--- src/rtl/contador_bcd_mux_pkg.sv ---
// Shared types and constants for the two-digit BCD counter with multiplexed display.
package contador_bcd_mux_pkg;

    typedef enum logic [1:0] {
        IDLE  = 2'd0,
        RUN   = 2'd1,
        PAUSE = 2'd2
    } state_t;

    // Active-low digit enables driven onto the display commons.
    localparam logic [1:0] DIG_UNITS = 2'b10;
    localparam logic [1:0] DIG_TENS  = 2'b01;

    localparam logic [3:0] BCD_MAX = 4'd9;

endpackage

--- src/rtl/contador_prescaler.sv ---
// Divides clk into a one-cycle tick every PRESCALE enabled cycles; holds while disabled.
module contador_prescaler #(
    parameter int PRESCALE = 4
) (
    input  logic clk,
    input  logic rst_n,
    input  logic en,
    input  logic sync_clr,
    output logic tick
);

    localparam int W = $clog2(PRESCALE);
    localparam logic [W-1:0] LAST = W'(PRESCALE - 1);

    logic [W-1:0] cnt;

    assign tick = en && (cnt == LAST);

    // Phase counter: cleared on request, wraps on tick, frozen when not enabled.
    always_ff @(posedge clk or negedge rst_n) begin
        if (!rst_n) begin
            cnt <= '0;
        end else if (sync_clr || tick) begin
            cnt <= '0;
        end else if (en) begin
            cnt <= cnt + W'(1);
        end
    end

endmodule

--- src/rtl/contador_bcd_mux.sv ---
// Two-digit BCD up/down counter with run/pause control and a time-multiplexed digit output.
//
// state | meaning
// IDLE  | stopped, count held at 00 after clear/reset, waits for start
// RUN   | prescaler advancing, count changes on each tick
// PAUSE | prescaler and count frozen, start resumes
module contador_bcd_mux
    import contador_bcd_mux_pkg::*;
#(
    parameter int PRESCALE = 4,
    parameter int SCAN_DIV = 2
) (
    input  logic       clk,
    input  logic       rst_n,
    input  logic       start,
    input  logic       stop,
    input  logic       clear,
    input  logic       up_dn,
    output logic [3:0] bcd_out,
    output logic [1:0] dig_sel,
    output logic       running,
    output logic       wrap
);

    localparam int SW = (SCAN_DIV > 1) ? $clog2(SCAN_DIV) : 1;
    localparam logic [SW-1:0] SCAN_LAST = SW'(SCAN_DIV - 1);

    state_t      state, state_nxt;
    logic        run_en;
    logic        tick;
    logic [3:0]  units, tens, units_nxt, tens_nxt;
    logic        wrap_nxt;
    logic [SW-1:0] scan_cnt;
    logic        scan_edge;

    // State register.
    always_ff @(posedge clk or negedge rst_n) begin
        if (!rst_n) begin
            state <= IDLE;
        end else begin
            state <= state_nxt;
        end
    end

    // Next state with clear > stop > start; counting is suppressed the cycle stop or clear is seen.
    always_comb begin
        state_nxt = state;
        run_en    = 1'b0;
        if (clear) begin
            state_nxt = IDLE;
        end else if (stop) begin
            if (state == RUN) state_nxt = PAUSE;
        end else begin
            run_en = (state == RUN);
            if (start && (state != RUN)) state_nxt = RUN;
        end
    end

    contador_prescaler #(.PRESCALE(PRESCALE)) u_prescaler (
        .clk      (clk),
        .rst_n    (rst_n),
        .en       (run_en),
        .sync_clr (clear),
        .tick     (tick)
    );

    // Next BCD digits on a tick, with carry/borrow between digits and wrap detection.
    always_comb begin
        units_nxt = units;
        tens_nxt  = tens;
        wrap_nxt  = 1'b0;
        if (tick) begin
            if (up_dn) begin
                if (units == BCD_MAX) begin
                    units_nxt = 4'd0;
                    if (tens == BCD_MAX) begin
                        tens_nxt = 4'd0;
                        wrap_nxt = 1'b1;
                    end else begin
                        tens_nxt = tens + 4'd1;
                    end
                end else begin
                    units_nxt = units + 4'd1;
                end
            end else begin
                if (units == 4'd0) begin
                    units_nxt = BCD_MAX;
                    if (tens == 4'd0) begin
                        tens_nxt = BCD_MAX;
                        wrap_nxt = 1'b1;
                    end else begin
                        tens_nxt = tens - 4'd1;
                    end
                end else begin
                    units_nxt = units - 4'd1;
                end
            end
        end
    end

    // Count, wrap pulse and registered running flag.
    always_ff @(posedge clk or negedge rst_n) begin
        if (!rst_n) begin
            units   <= 4'd0;
            tens    <= 4'd0;
            wrap    <= 1'b0;
            running <= 1'b0;
        end else begin
            running <= (state_nxt == RUN);
            if (clear) begin
                units <= 4'd0;
                tens  <= 4'd0;
                wrap  <= 1'b0;
            end else begin
                units <= units_nxt;
                tens  <= tens_nxt;
                wrap  <= wrap_nxt;
            end
        end
    end

    assign scan_edge = (scan_cnt == SCAN_LAST);

    // Free-running digit scan; bcd_out is loaded together with dig_sel so they always match.
    always_ff @(posedge clk or negedge rst_n) begin
        if (!rst_n) begin
            scan_cnt <= '0;
            dig_sel  <= DIG_UNITS;
            bcd_out  <= 4'd0;
        end else if (scan_edge) begin
            scan_cnt <= '0;
            if (dig_sel == DIG_UNITS) begin
                dig_sel <= DIG_TENS;
                bcd_out <= tens;
            end else begin
                dig_sel <= DIG_UNITS;
                bcd_out <= units;
            end
        end else begin
            scan_cnt <= scan_cnt + SW'(1);
        end
    end

endmodule

--- config.mk ---
export PLATFORM = sky130hd
export DESIGN_NAME = contador_bcd_mux
export DESIGN_NICKNAME = d
export VERILOG_FILES = /design/src/rtl/contador_bcd_mux_pkg.sv /design/src/rtl/contador_prescaler.sv /design/src/rtl/contador_bcd_mux.sv
export SDC_FILE = /design/constraint.sdc
export NUM_CORES = 1
export LEC_CHECK = 0
export ABC_AREA = 1
export BUFFER_PORTS_ARGS = -buffer_cell sky130_fd_sc_hd__buf_2
export CORE_UTILIZATION = 64
export CTS_BUF_LIST = sky130_fd_sc_hd__clkbuf_2
export DETAILED_ROUTE_END_ITERATION = 10
export PLACE_DENSITY = 0.86
export SLEW_MARGIN = 20
export SYNTH_ARGS = -nofsm -noshare
export SYNTH_HDL_FRONTEND = slang
export SYNTH_SLANG_ARGS = --single-unit
export TNS_END_PERCENT = 1
--- constraint.sdc ---
create_clock -name clk -period 4.09 [get_ports clk]
set_clock_uncertainty 0.1 [all_clocks]
set_input_delay 0 -clock clk [delete_from_list [all_inputs] [get_ports clk]]
set_output_delay 0 -clock clk [all_outputs]
set_load 0.03 [all_outputs]
Word level (Yosys, flattened, before mapping)
Cells that the tools add are included.
Storage, ports and cells
  register bits after elaboration: 21
  latch bits: 0
  memory bits (writable): 0
  memory bits (read-only): 0
  logic and storage cells: 62
  memories: 0
Operators by class
  add/subtract/negate cells: 6
  $mul: 0
  divide/modulo/power cells: 0
  magnitude comparators: 0
  equality and inequality tests: 8
  shifts and indexed selects: 0
  mux-type cells: 30
  bitwise gates (word level): 0
  reductions and logical operators: 9
Operators by type and width (count)
  $mux 4: 13
  $mux 2: 7
  $mux 1: 10
  $add 4x1->4 const B: 2
  $eq 4x4->1 const B: 2
  $logic_not 4->1: 2
  $sub 4x1->4 const B: 2
  $eq 2x1->1 const B: 2
  $eq 2x2->1 const B: 2
  $reduce_bool 2->1: 2
  $ne 3x2->1 const B: 1
  $reduce_and 3->1: 1
  $reduce_bool 3->1: 1
  $add 2x1->2 const B: 1
  $logic_and 1x1->1: 2
  $ne 2x1->1 const B: 1
  $add 1x1->1 const B: 1
  $logic_or 1x1->1: 1

Logic depth before layout (Yosys ltp)
  depth after elaboration: 6
  depth in mapped cells: 9
  mapped depth without buffers: 9

By module
A second synthesis with hierarchy kept.
Second synthesis, totals
  cells, all modules: 177
  area total of the unflattened synthesis: 1342.5 um2
Modules (own cells, without submodules)
  contador_bcd_mux: times used 1, cells each 161, area an instance 1229.9 um2
  contador_prescaler: times used 1, cells each 16, area an instance 112.6 um2

Least setup slack after synthesis
OpenSTA, ideal clock, no wires.
  path kind: register to register
  from: register units[0]
  to: register tens[2]
  setup time: 117 ps
  arrival: 1179 ps
  path slack: 2693 ps
  stages on the path, launching flop included: 10
  clock period less this slack: 1397 ps
  path through: dfrtp_1 -> inv_1 -> ha_1 -> nand2_2 -> nand2_1 -> nand2_1 -> inv_1 -> nand2_1 -> nand2_1 -> nand2_1
On the way
  longest elaborated chain between the ends: 3
RTL lines
  start: declaration: line contador_bcd_mux.sv:31  | logic [3:0] units, tens, units_nxt, tens_nxt;
  start signal: assignment: line contador_bcd_mux.sv:115  | units <= units_nxt;
  $eq 4x4->1 / $logic_not 4->1 (equally long branches): line contador_bcd_mux.sv:74, contador_bcd_mux.sv:86
  $ne 3x2->1 (no source line) / $reduce_bool 3->1 (equally long branches)
  $reduce_and 3->1 (no source line) (*)
  end signal: assignment: line contador_bcd_mux.sv:116  | tens <= tens_nxt;
  end: declaration: line contador_bcd_mux.sv:31
Every way passes the cells marked *; elsewhere a longest branch is shown, timed or not.
A chain may end at the register's enable or synchronous reset.

Worst setup path after layout
  from: register units[0]
  to: register tens[3]
Same word-level chain as after synthesis.

==> impl_metrics.yaml <==
setup_path:
  rr_worst_depth: 9
  endpoint_kind: "flop"
  cp.arrival_ns: 1.76
  worstPathRequired_ns: 4.22
  path_max_fanout: 6
  critPathLaunchType: "flop"
  critPathKind: "reg2reg"
detailed_routing:
  viasPerCell: 5.61
  drtAntennaViolNets: 0
  drc: 0
  detail_route.wl_per_cell_um: 12.9
  via_count: 1166
  wirelength_um: 2690
  drtIter0Drc: 48
  dr.pass1.iters: 4
layout:
  mostFrequentLayoutCells: "nand2_1 (47), nand3_1 (20), dfrtp_1 (20)"
  nets: 197
  final_util_pct: 80.6
  layout-drive-gt1-share_pct: 15.8
  fill_cells: 133
  syn2layout_area_growth_pct: 12.8
  final_common_cell: "nand2_1"
  antenna_cells: 0
grt:
  gr-usage-all-layers_pct: 28.1
  antenna_found_initial: 0
  grt_pass1_wl_um: 4280
  grt-ovfl-total: 0
  grt_max_degree: 22
  grt_pass1_vias: 1016
place:
  gp_congestion: 0.945
  dp_hpwl_um: 2020
  pre_cts_ws_ns: 2.49
  port_buffers: 13
synthesis:
  netlist_area_mm2: 0.00129
  synth_fa_ha_area_share_pct: 6.80
  synth_nets: 175
  synth_top_area_share_pct: 38.9
  synth_top_family_by_area: "simple AND/OR/NAND/NOR gates"
  synthSimpleGateAreaFrac_pct: 35.1
  avgSynthCellArea_um2: 7.95
  synth-compound-area-share_pct: 8.94
  ys_ff_latch: 21
  yosysSeqAreaShare_pct: 40.9
  ys_top_cells_by_area: "dfrtp_1 (39%), nand2_1 (14%), nand3_1 (7.8%), ha_1 (6.8%), inv_1 (4.7%)"
  synth_warnings: 0
  synthMuxAreaShare_pct: 0
  netlist_instances: 162
  ys_types: 25
  synth_xor_area_share_pct: 1.36
  yosysTopAreaCell: "dfrtp_1"
sta:
  worst_pin_slew_ns: 0.461
  setup_viol: 0
  slew_viol_final: 0
  post-route-min-period_ns: 1.63
  final-hold-violation-count: 0
  period_share_pct: 39.9
  rsz0062_at_grt: "no"
  relSlewSlack_pct: 69.3
  finalSetupTns_ns: 0
  layout_setup_ws_ns: 2.46
  fmax_mhz: 612
worst_hold_path:
  hp-class: "in2async"
clock_network:
  cts_sinks: 21
  htree_levels: 1
  postCtsSetupBuffers: 0
  root_buffer: "clkbuf_2"
  cts_buffers: 3
  cts_tree: "built"
  clkLatencyLatePin_ns: 0.32
  clk_transition_reported_paths_ns: 0.21
  clockBufferDepth: 2
power_and_ir_drop:
  p_leak_nw: 0.798
  power_density_mw_per_mm2: 230
  ir_drop_mv: 0.160
run:
  cap_violations: 0
floorplanning:
  die_area_mm2: 0.00219
  io_pins: 14
  die_width_um: 46.9
  coreArea_mm2: 0.00180
  floorplan.initialDensity_pct: 71.5
  die_height_um: 46.9
  rows: 15
status:
  status: "complete, no violations"
[layout make-up]
cell class                      instances  area [µm²]  area share, %
Multi-Input combinational cell        120         672           46.3
Clock buffer                            3        15.0           1.03
Sequential cell                        21         527           36.3
Clock inverter                          1        5.00          0.345
Inverter                               18        67.6           4.65
Tap cell                               25        31.3           2.15
Timing Repair Buffer                   20         135           9.30
[final timing paths]
path                            slack, ns         end        from
worst min-delay path                 0.05    scan_cnt       rst_n
min in group clk                     0.40  dig_sel[1]  dig_sel[1]
worst min register to register       0.40  dig_sel[1]  dig_sel[1]
max in group asynchronous            3.51  dig_sel[1]       rst_n
worst max register to register       2.46     tens[3]    units[0]
worst max-delay path                 2.46     tens[3]    units[0]
[report_power, final]
part | internal, mW | total [mW] | switching (mW)
combinational | 0.0134 | 0.0357 | 0.0223
clock | 0.0222 | 0.0846 | 0.0625
sequential | 0.212 | 0.214 | 0.00272
[per-stage QoR]
step | total power, mW | hold slack [ns] | instances | cell area, µm²
after floorplan | 0.237 | -0.396 | 162 | 1290
after global placement | 0.247 | -0.132 | 197 | 1360
after detailed placement | 0.249 | -0.119 | 197 | 1360
after CTS | 0.336 | 0.0430 | 208 | 1450
after global routing | 0.349 | 0.112 | 208 | 1450
final | 0.335 | 0.0455 | 208 | 1450
[cell families (layout without fill, tap and decap cells)]
logic type	count (synthesis)	in the layout
AND/OR/NAND/NOR	92	92
flip-flops	21	21
XOR/XNOR	2	2
AO/OA/AOI/OAI	19	19
adder cells (fa/ha/maj)	7	7
buffers and inverters	21	42
[cells in the mapped netlist]
| master | instances |
|---|---|
| nor2_8 | 1 |
| dfstp_2 | 1 |
| o21ai_0 | 10 |
| buf_2 | 2 |
| nor2_2 | 1 |
| nand3_2 | 1 |
| nor3_1 | 3 |
| nand4_4 | 1 |
| xor2_1 | 1 |
| buf_6 | 1 |
| xnor2_1 | 1 |
| a21oi_1 | 3 |
| inv_1 | 16 |
| nand4_1 | 3 |
| nand2_2 | 2 |
| nor2_1 | 10 |
| nand2_1 | 47 |
| nor2_4 | 1 |
| nand2_4 | 2 |
| o221ai_1 | 4 |
| dfrtp_1 | 20 |
| inv_2 | 2 |
| nand3_1 | 20 |
| ha_1 | 7 |
| o211ai_1 | 2 |
[metal layers]
metal  vias up  global-route usage (%)  routed length (µm)
li1        573                       -                   -
met1       546                    34.2                1150
met2        39                    47.8                1370
met3         8                    4.23                 115
met4         0                    14.9                  59
met5         -                       0                   0
[registers in the layout, summed over array words and instances (netlist names)]
register         flops
bcd_out              4
units                4
running              1
wrap                 1
tens                 4
dig_sel              2
state                2
u_prescaler.cnt      2
scan_cnt             1
[timing repair]
item / in CTS / in global routing
hold buffers: 7 / 0
resized for setup: 0 / 0
endpoints found under the hold margin: 29 / 0
[critical path, cell delays in order (launching register included)]
cell	delay [ns]
dfrtp_1	0.49
inv_1	0.18
ha_1	0.29
nand2_2	0.11
nand2_1	0.07
nand2_1	0.04
inv_1	0.05
nand2_1	0.09
nand2_1	0.08
nand2_1	0.05
(Power assumes the default switching activity.)
